==> src/rtl/cache_mem_arbiter.sv <==
// Arbitrates icache fills and dcache fills/writebacks onto one memory port; dcache wins ties up to DSTREAK_MAX times in a row.
// Latency: grant one cycle after an IDLE request, response passed through in the mem_resp cycle. There is no backpressure: requests hold their level until the response.
module cache_mem_arbiter #(
  parameter int DSTREAK_MAX = 3
) (
  input  logic         clk,
  input  logic         rst,
  input  logic [31:0]  i_addr,
  input  logic         i_read,
  output logic [255:0] i_rdata,
  output logic         i_resp,
  input  logic [31:0]  d_addr,
  input  logic         d_read,
  input  logic         d_write,
  input  logic [255:0] d_wdata,
  output logic [255:0] d_rdata,
  output logic         d_resp,
  output logic [31:0]  mem_addr,
  output logic         mem_read,
  output logic         mem_write,
  output logic [255:0] mem_wdata,
  input  logic [255:0] mem_rdata,
  input  logic         mem_resp
);

  localparam int SW = (DSTREAK_MAX < 4) ? 2 : $clog2(DSTREAK_MAX + 1);
  localparam logic [SW-1:0] DMAX = SW'(DSTREAK_MAX);

  typedef enum logic [1:0] {IDLE, GRANT_I, GRANT_D} state_t;

  state_t        state_q, state_d;
  logic [SW-1:0] dstreak_q, dstreak_d;
  logic          d_req;

  assign d_req = d_read | d_write;

  // Every grant returns to IDLE, which gives the one-cycle bubble after each completion.
  always_comb begin
    state_d   = state_q;
    dstreak_d = dstreak_q;
    case (state_q)
      IDLE: begin
        if (d_req && (!i_read || dstreak_q < DMAX)) begin
          state_d = GRANT_D;
          if (!i_read)
            dstreak_d = '0;
          else if (dstreak_q != {SW{1'b1}})
            dstreak_d = dstreak_q + 1'b1;
        end else if (i_read) begin
          state_d   = GRANT_I;
          dstreak_d = '0;
        end
      end
      GRANT_I: if (mem_resp || !i_read) state_d = IDLE;
      GRANT_D: if (mem_resp || !d_req) state_d = IDLE;
      default: state_d = IDLE;
    endcase
  end

  always_ff @(posedge clk) begin
    if (rst) begin
      state_q   <= IDLE;
      dstreak_q <= '0;
    end else begin
      state_q   <= state_d;
      dstreak_q <= dstreak_d;
    end
  end

  // Grant-state forwarding is combinational from the live requester inputs.
  always_comb begin
    mem_addr  = '0;
    mem_read  = 1'b0;
    mem_write = 1'b0;
    mem_wdata = '0;
    i_resp    = 1'b0;
    d_resp    = 1'b0;
    case (state_q)
      GRANT_I: begin
        mem_addr = i_addr;
        mem_read = i_read;
        i_resp   = mem_resp;
      end
      GRANT_D: begin
        mem_addr  = d_addr;
        mem_read  = d_read;
        mem_write = d_write;
        mem_wdata = d_wdata;
        d_resp    = mem_resp;
      end
      default: ;
    endcase
  end

  assign i_rdata = mem_rdata;
  assign d_rdata = mem_rdata;

endmodule

==> config.mk <==
export PLATFORM = sky130hd
export DESIGN_NAME = cache_mem_arbiter
export DESIGN_NICKNAME = d
export VERILOG_FILES = /design/src/rtl/cache_mem_arbiter.sv
export SDC_FILE = /design/constraint.sdc
export NUM_CORES = 1
export LEC_CHECK = 0
export CAP_MARGIN = 10
export CORE_AREA = 2 2 534 536
export DETAILED_ROUTE_END_ITERATION = 8
export DIE_AREA = 0 0 536 538
export GPL_TIMING_DRIVEN = 0
export RECOVER_POWER = 25
export SETUP_SLACK_MARGIN = 0.3
export SKIP_CTS_REPAIR_TIMING = 1
export SKIP_LAST_GASP = 1
export SLEW_MARGIN = 10
export SYNTH_ARGS = -nofsm -noshare
export SYNTH_HDL_FRONTEND = slang
export SYNTH_SLANG_ARGS = --single-unit
export TNS_END_PERCENT = 10
==> constraint.sdc <==
create_clock -name clk -period 2 [get_ports clk]
set_input_delay 0.3 -clock clk [delete_from_list [all_inputs] [get_ports clk]]
set_output_delay 0.3 -clock clk [all_outputs]
set_load 0.1 [all_outputs]
==> results of run 1 <==
cells in the final DEF, fill, tap and decap left out, types with 2 or more instances in the layout:
master           count
and2_2             257
diode_2             68
clkbuf_16            8
and2_4               2
ha_4                 2
a21oi_1              2
buf_4              607
nor2b_4             33
buf_8               45
clkbuf_2           127
buf_6              110
a22oi_1              4
ha_1                 2
dfxtp_2              2
a22oi_2             29
nand2_1              4
clkdlybuf4s50_1    731
dfxtp_1              2
buf_12              26
clkbuf_4            35
metal layers:
layer,part of all wire,global-route usage
met1,0.40,0.158
met2,0.43,0.210
met3,0.13,0.0718
met4,0.029,0.0245
met5,0.0058,0.00872
metrics by stage:
| stage | cell area [um^2] | TNS [ps] | hold slack, ps | util | setup slack (ps) |
|---|---|---|---|---|---|
| finish | 23400 | -41530 | 475 | 0.0827 | -242 |
| global route | 23300 | -62890 | 496 | 0.0823 | -264 |
| CTS | 22600 | -419030 | 475 | 0.0796 | -2200 |
| detailed placement | 22500 | -346200 | 472 | 0.0794 | -1940 |
| global placement | 23200 | -479130 | 446 | 0.0821 | -2780 |
| floorplan | 7240 | 0 | 369 | - | 217 |
state kept, by name, indices dropped and copies added (netlist names):
register / count
state_q: 2
dstreak_q: 2
critical path, cell delays in order (launching register included):
cell and delay [ps]:
dfxtp_2 340, inv_4 50, ha_4 240, buf_12 190
buf_12 170, a22oi_2 410, nor2b_4 80, buf_12 180
where the power goes:
group	total (mW)	internal, mW	switching, mW
sequential	0.0953	0.0880	0.00730
combinational	13.5	3.42	10.1
clock	0.313	0.255	0.0573
area by class of cell:
type,instances,area share
Buffer,552,0.181
Tap cell,3762,0.201
Clock buffer,3,0.00321
Inverter,2,0.000427
Multi-Input combinational cell,349,0.129
Sequential cell,4,0.00353
Antenna cell,68,0.00727
Timing Repair Buffer,1136,0.475
worst paths after layout:
kind	slack, ps	cells past startpoint	startpoint	to
worst max-delay path	-240	7	state_q[0]	mem_addr[25]
worst max register to register	370	6	state_q[1]	state_q[1]
worst min register to register	470	2	dstreak_q[1]	dstreak_q[1]
worst min-delay path	470	2	dstreak_q[1]	dstreak_q[1]
cells by family after synthesis:
logic type	Yosys count	synth area share
adder cells (fa/ha/maj)	4	0.00786
buffers and inverters	554	0.630
AO/OA/AOI/OAI	41	0.0503
AND/OR/NAND/NOR	304	0.299
flip-flops	4	0.0126
==> results.sh, run 1 <==
export IMPL_status="complete, but fails checks"
export IMPL_violations="negative setup slack"
export IMPL_die_h_um=538
export IMPL_grt_start_max_net_pins=11
export IMPL_seq_area_frac_synth=0.0126
export IMPL_gp_congestion=1.16
export IMPL_grt_setup_unrepaired="true"
export IMPL_drv_slew=0
export IMPL_power_total_mw=13.9
export IMPL_hold_viol_final=0
export IMPL_yosys_area_top_type_share=0.603
export IMPL_placed_cells=5803
export IMPL_syn_area_per_cell_um2=7.02
export IMPL_die_w_um=536
export IMPL_ys_flop_type="dfxtp_1"
export IMPL_ctsLongestPathBuffers=2
export IMPL_fmax_mhz=446
export IMPL_hpwl_um=196000
export IMPL_criticalPathCategory="reg2out"
export IMPL_critPathLaunchType="flip-flop"
export IMPL_antenna_found_initial=202
export IMPL_cts_made_buffers=3
export IMPL_overflow=0
export IMPL_post_synth_top_count_cell="buf_4"
export IMPL_worst_slack_ps=-242
export IMPL_area_growth_pct=268
export IMPL_dr_pass1_iters=7
export IMPL_cellPowerDensity_nw_per_um2=594
export IMPL_tritoncts="built"
export IMPL_drt_iter0_drc=408
export IMPL_cp_max_fo=10
export IMPL_finalWirelength_um=202000
export IMPL_stdcell_count=5876
export IMPL_vias=11400
export IMPL_setup_viol=354
export IMPL_syn_nets=1493
export IMPL_initial_core_util=0.0225
export IMPL_wl_per_cell_um=34.5
export IMPL_synth_area_um2=6370
export IMPL_final_antenna_net_count=0
export IMPL_die_area_um2=288000
export IMPL_fin_crit_sh=1.12
export IMPL_grt_usage=0.133
export IMPL_drc_errors=0
export IMPL_hp_class="reg2reg"
export IMPL_ctsHtreeMaxLevel=1
export IMPL_leakagePower_nw=9.09
export IMPL_seqCellArea_um2=82.6
export IMPL_syn_instance_count=907
export IMPL_synth_warnings=0
export IMPL_synth_seq_cells=4
export IMPL_maxCapViolCount=0
export IMPL_worstPathRequired_ps=1700
export IMPL_final_net_count=2634
export IMPL_ys_top_cells_by_area="buf_4 60%, and2_1 25%, a22oi_1 3.9%"
export IMPL_async_flop_share=0
export IMPL_worst_pin_slew_ps=1420
export IMPL_clk_pin_slew_ps=30
export IMPL_cp_arrival_ps=1940
export IMPL_skew_ps=2.54
export IMPL_ir_worst_vdd_uv=229
export IMPL_root_buffer="clkbuf_16"
export IMPL_synth_common_cells="512 x buf_4, 259 x and2_1, 34 x clkbuf_1, 34 x nor2b_1, 33 x a22oi_1"
export IMPL_multi_input_area_um2=3020
export IMPL_viasPerCell=1.94
export IMPL_first_global_vias=10900
export IMPL_core_um2=283000
export IMPL_clock_latency_ps=230
export IMPL_grt_pass1_wl_um=223000
export IMPL_port_buffers=1129
export IMPL_min_period_ps=2240
export IMPL_io_pins=1386
export IMPL_max_slew_margin_rel=0.0530
export IMPL_cts_sinks=4
export IMPL_end_kind="primary output"
export IMPL_rows=196
export IMPL_fill_cells=33200
export IMPL_ys_types=25
export IMPL_drive_above_1_share=0.631
export IMPL_synth_top_cell_by_area="buf_4"
export IMPL_synth_edf_count=0
Power figures use the tool's default switching activity.
==> inputs of run 2 (changes only) <==
- RECOVER_POWER: 25 -> 50
==> run 2 against run 1 <==
  * The flow still finishes with violations (negative setup slack)
  * First-iteration DRC count down 0.49%
  * Die area unchanged
  * Flip-flop and latch count unchanged
  * Critical path type unchanged
  * Critical endpoint unchanged
==> results.sh, run 2 (same netlist as run 1, synthesis figures left out) <==
export IMPL_status="complete, but fails checks"
export IMPL_violations="negative setup slack"
export IMPL_initial_core_util=0.0225
export IMPL_cp_arrival_ps=1940
export IMPL_grt_pass1_wl_um=223000
export IMPL_overflow=0
export IMPL_root_buffer="clkbuf_16"
export IMPL_dr_pass1_iters=5
export IMPL_crit_slowest_cell="a22oi_2"
export IMPL_critPathLaunch="state_q[0]"
export IMPL_port_buffers=1129
export IMPL_gp_congestion=1.16
export IMPL_crit_path_frequent_cell="buf_12"
export IMPL_final_area_um2=23300
export IMPL_final_net_count=2634
export IMPL_rr_worst_depth=6
export IMPL_clock_latency_ps=230
export IMPL_cpPeakStageDelay_ps=410
export IMPL_power_frac_comb=0.971
export IMPL_worstPathRequired_ps=1700
export IMPL_finalSetupTns_ps=-41980
export IMPL_cp_max_fo=10
export IMPL_skew_ps=2.55
export IMPL_final_common_cell="clkdlybuf4s50_1"
export IMPL_critPathCapture="mem_addr[25]"
export IMPL_cts_sinks=4
export IMPL_worst_pin_slew_ps=1420
export IMPL_drc_errors=0
export IMPL_viasPerCell=1.95
export IMPL_fmax_mhz=446
export IMPL_tritoncts="built"
export IMPL_ctsHtreeMaxLevel=1
export IMPL_r2r_slack_ps=310
export IMPL_ctsLongestPathBuffers=2
export IMPL_swShare=0.733
export IMPL_io_pins=1386
export IMPL_clk_pin_slew_ps=30
export IMPL_ir_worst_vdd_uv=229
export IMPL_fin_crit_sh=1.12
export IMPL_drive_above_1_share=0.630
export IMPL_fill_cells=33200
export IMPL_timing_rr_start="state_q[1]"
export IMPL_min_period_ps=2240
export IMPL_final_antenna_net_count=0
export IMPL_clkPwrFrac=0.023
export IMPL_hpwl_um=196000
export IMPL_grt_setup_unrepaired="true"
export IMPL_wl_per_cell_um=34.5
export IMPL_max_slew_margin_rel=0.0530
export IMPL_top_regs="dstreak_q: 2 flops, state_q: 2 flops"
export IMPL_vias=11400
export IMPL_layout_common_cells="628 x clkdlybuf4s50_1, 607 x buf_4, 257 x and2_2, 131 x clkbuf_2, 110 x buf_6"
export IMPL_criticalPathCategory="reg2out"
export IMPL_cts_made_buffers=3
export IMPL_critPathLaunchType="flip-flop"
export IMPL_maxCapViolCount=0
export IMPL_multi_input_area_um2=3010
export IMPL_p_int_mw=3.71
export IMPL_cellPowerDensity_nw_per_um2=594
export IMPL_die_w_um=536
export IMPL_leakagePower_nw=9.09
export IMPL_drv_slew=0
export IMPL_hp_class="reg2reg"
export IMPL_antenna_found_initial=202
export IMPL_die_h_um=538
export IMPL_grt_usage=0.133
export IMPL_power_switching_mw=10.2
export IMPL_drt_iter0_drc=406
export IMPL_die_area_um2=288000
export IMPL_setup_viol=355
export IMPL_finalWirelength_um=203000
export IMPL_seqCellArea_um2=82.6
export IMPL_core_um2=283000
export IMPL_rows=196
export IMPL_area_growth_pct=267
export IMPL_end_kind="primary output"
export IMPL_grt_start_max_net_pins=11
export IMPL_hold_viol_final=0
export IMPL_worstPathCellList="inv_4 -> ha_4 -> buf_12 -> buf_12 -> a22oi_2 -> nor2b_4 -> buf_12"
export IMPL_worst_r2r_endpoint="state_q[0]"
export IMPL_postPlaceCellArea_um2=22500
export IMPL_worst_slack_ps=-243
export IMPL_holdWs_ps=473
export IMPL_seqPwrFrac=0.007
export IMPL_first_global_vias=10900
## run 2: worst max-delay path: cells and delay by family, from the launching register on
kind / cells / cell delay [ps]
AOI/OAI and AO/OA: 1 / 410
adders and majority gates: 1 / 240
DFF: 1 / 340
and+or+nand+nor: 1 / 80
buffers and inverters: 4 / 590
## run 2: final cells by class
class | count | share of cell area
buffer | 552 | 0.182
multi-input combinational | 349 | 0.129
inverter | 2 | 0.000429
antenna | 66 | 0.00707
timing repair buffer | 1136 | 0.473
clock buffer | 3 | 0.00322
tap | 3762 | 0.202
sequential | 4 | 0.00354
## run 2: power groups by stage
stage | combinational [mW] | clock, mW | sequential [mW]
global placement | 13.5 | 0 | 0.0957
CTS | 13.3 | 0.315 | 0.0952
floorplan | 9.09 | 0 | 0.0949
finish | 13.5 | 0.313 | 0.0954
detailed placement | 13.3 | 0 | 0.0961
global route | 13.8 | 0.320 | 0.0957
## run 2: worst min path at each step
stage / from / to / slack, ps / cells after the start
floorplan: rst / dstreak_q[0] / 370 / 1
global placement: dstreak_q[1] / dstreak_q[1] / 450 / 2
detailed placement: dstreak_q[1] / dstreak_q[1] / 470 / 2
CTS: dstreak_q[1] / dstreak_q[1] / 480 / 2
global route: dstreak_q[1] / dstreak_q[1] / 500 / 2
finish: dstreak_q[1] / dstreak_q[1] / 470 / 2
## run 2: stage by stage
stage            util  power (mW)  setup WS [ps]  std cells
6_report       0.0824        13.9           -243       5874
5_1_grt        0.0821        14.2           -264       5833
4_1_cts        0.0796        13.7          -2200       5806
3_5_place_dp   0.0794        13.4          -1940       5803
3_3_place_gp   0.0821        13.6          -2780       5798
2_1_floorplan       -        9.19            217        907
## run 2: metal layers
metal,part of all wire,vias to the layer above,routed length (um),track usage
li1,-,4646,-,-
met1,0.40,5036,81000,0.158
met2,0.43,1280,87900,0.210
met3,0.13,372,26900,0.0718
met4,0.029,94,5810,0.0245
met5,0.0044,-,900,0.00872
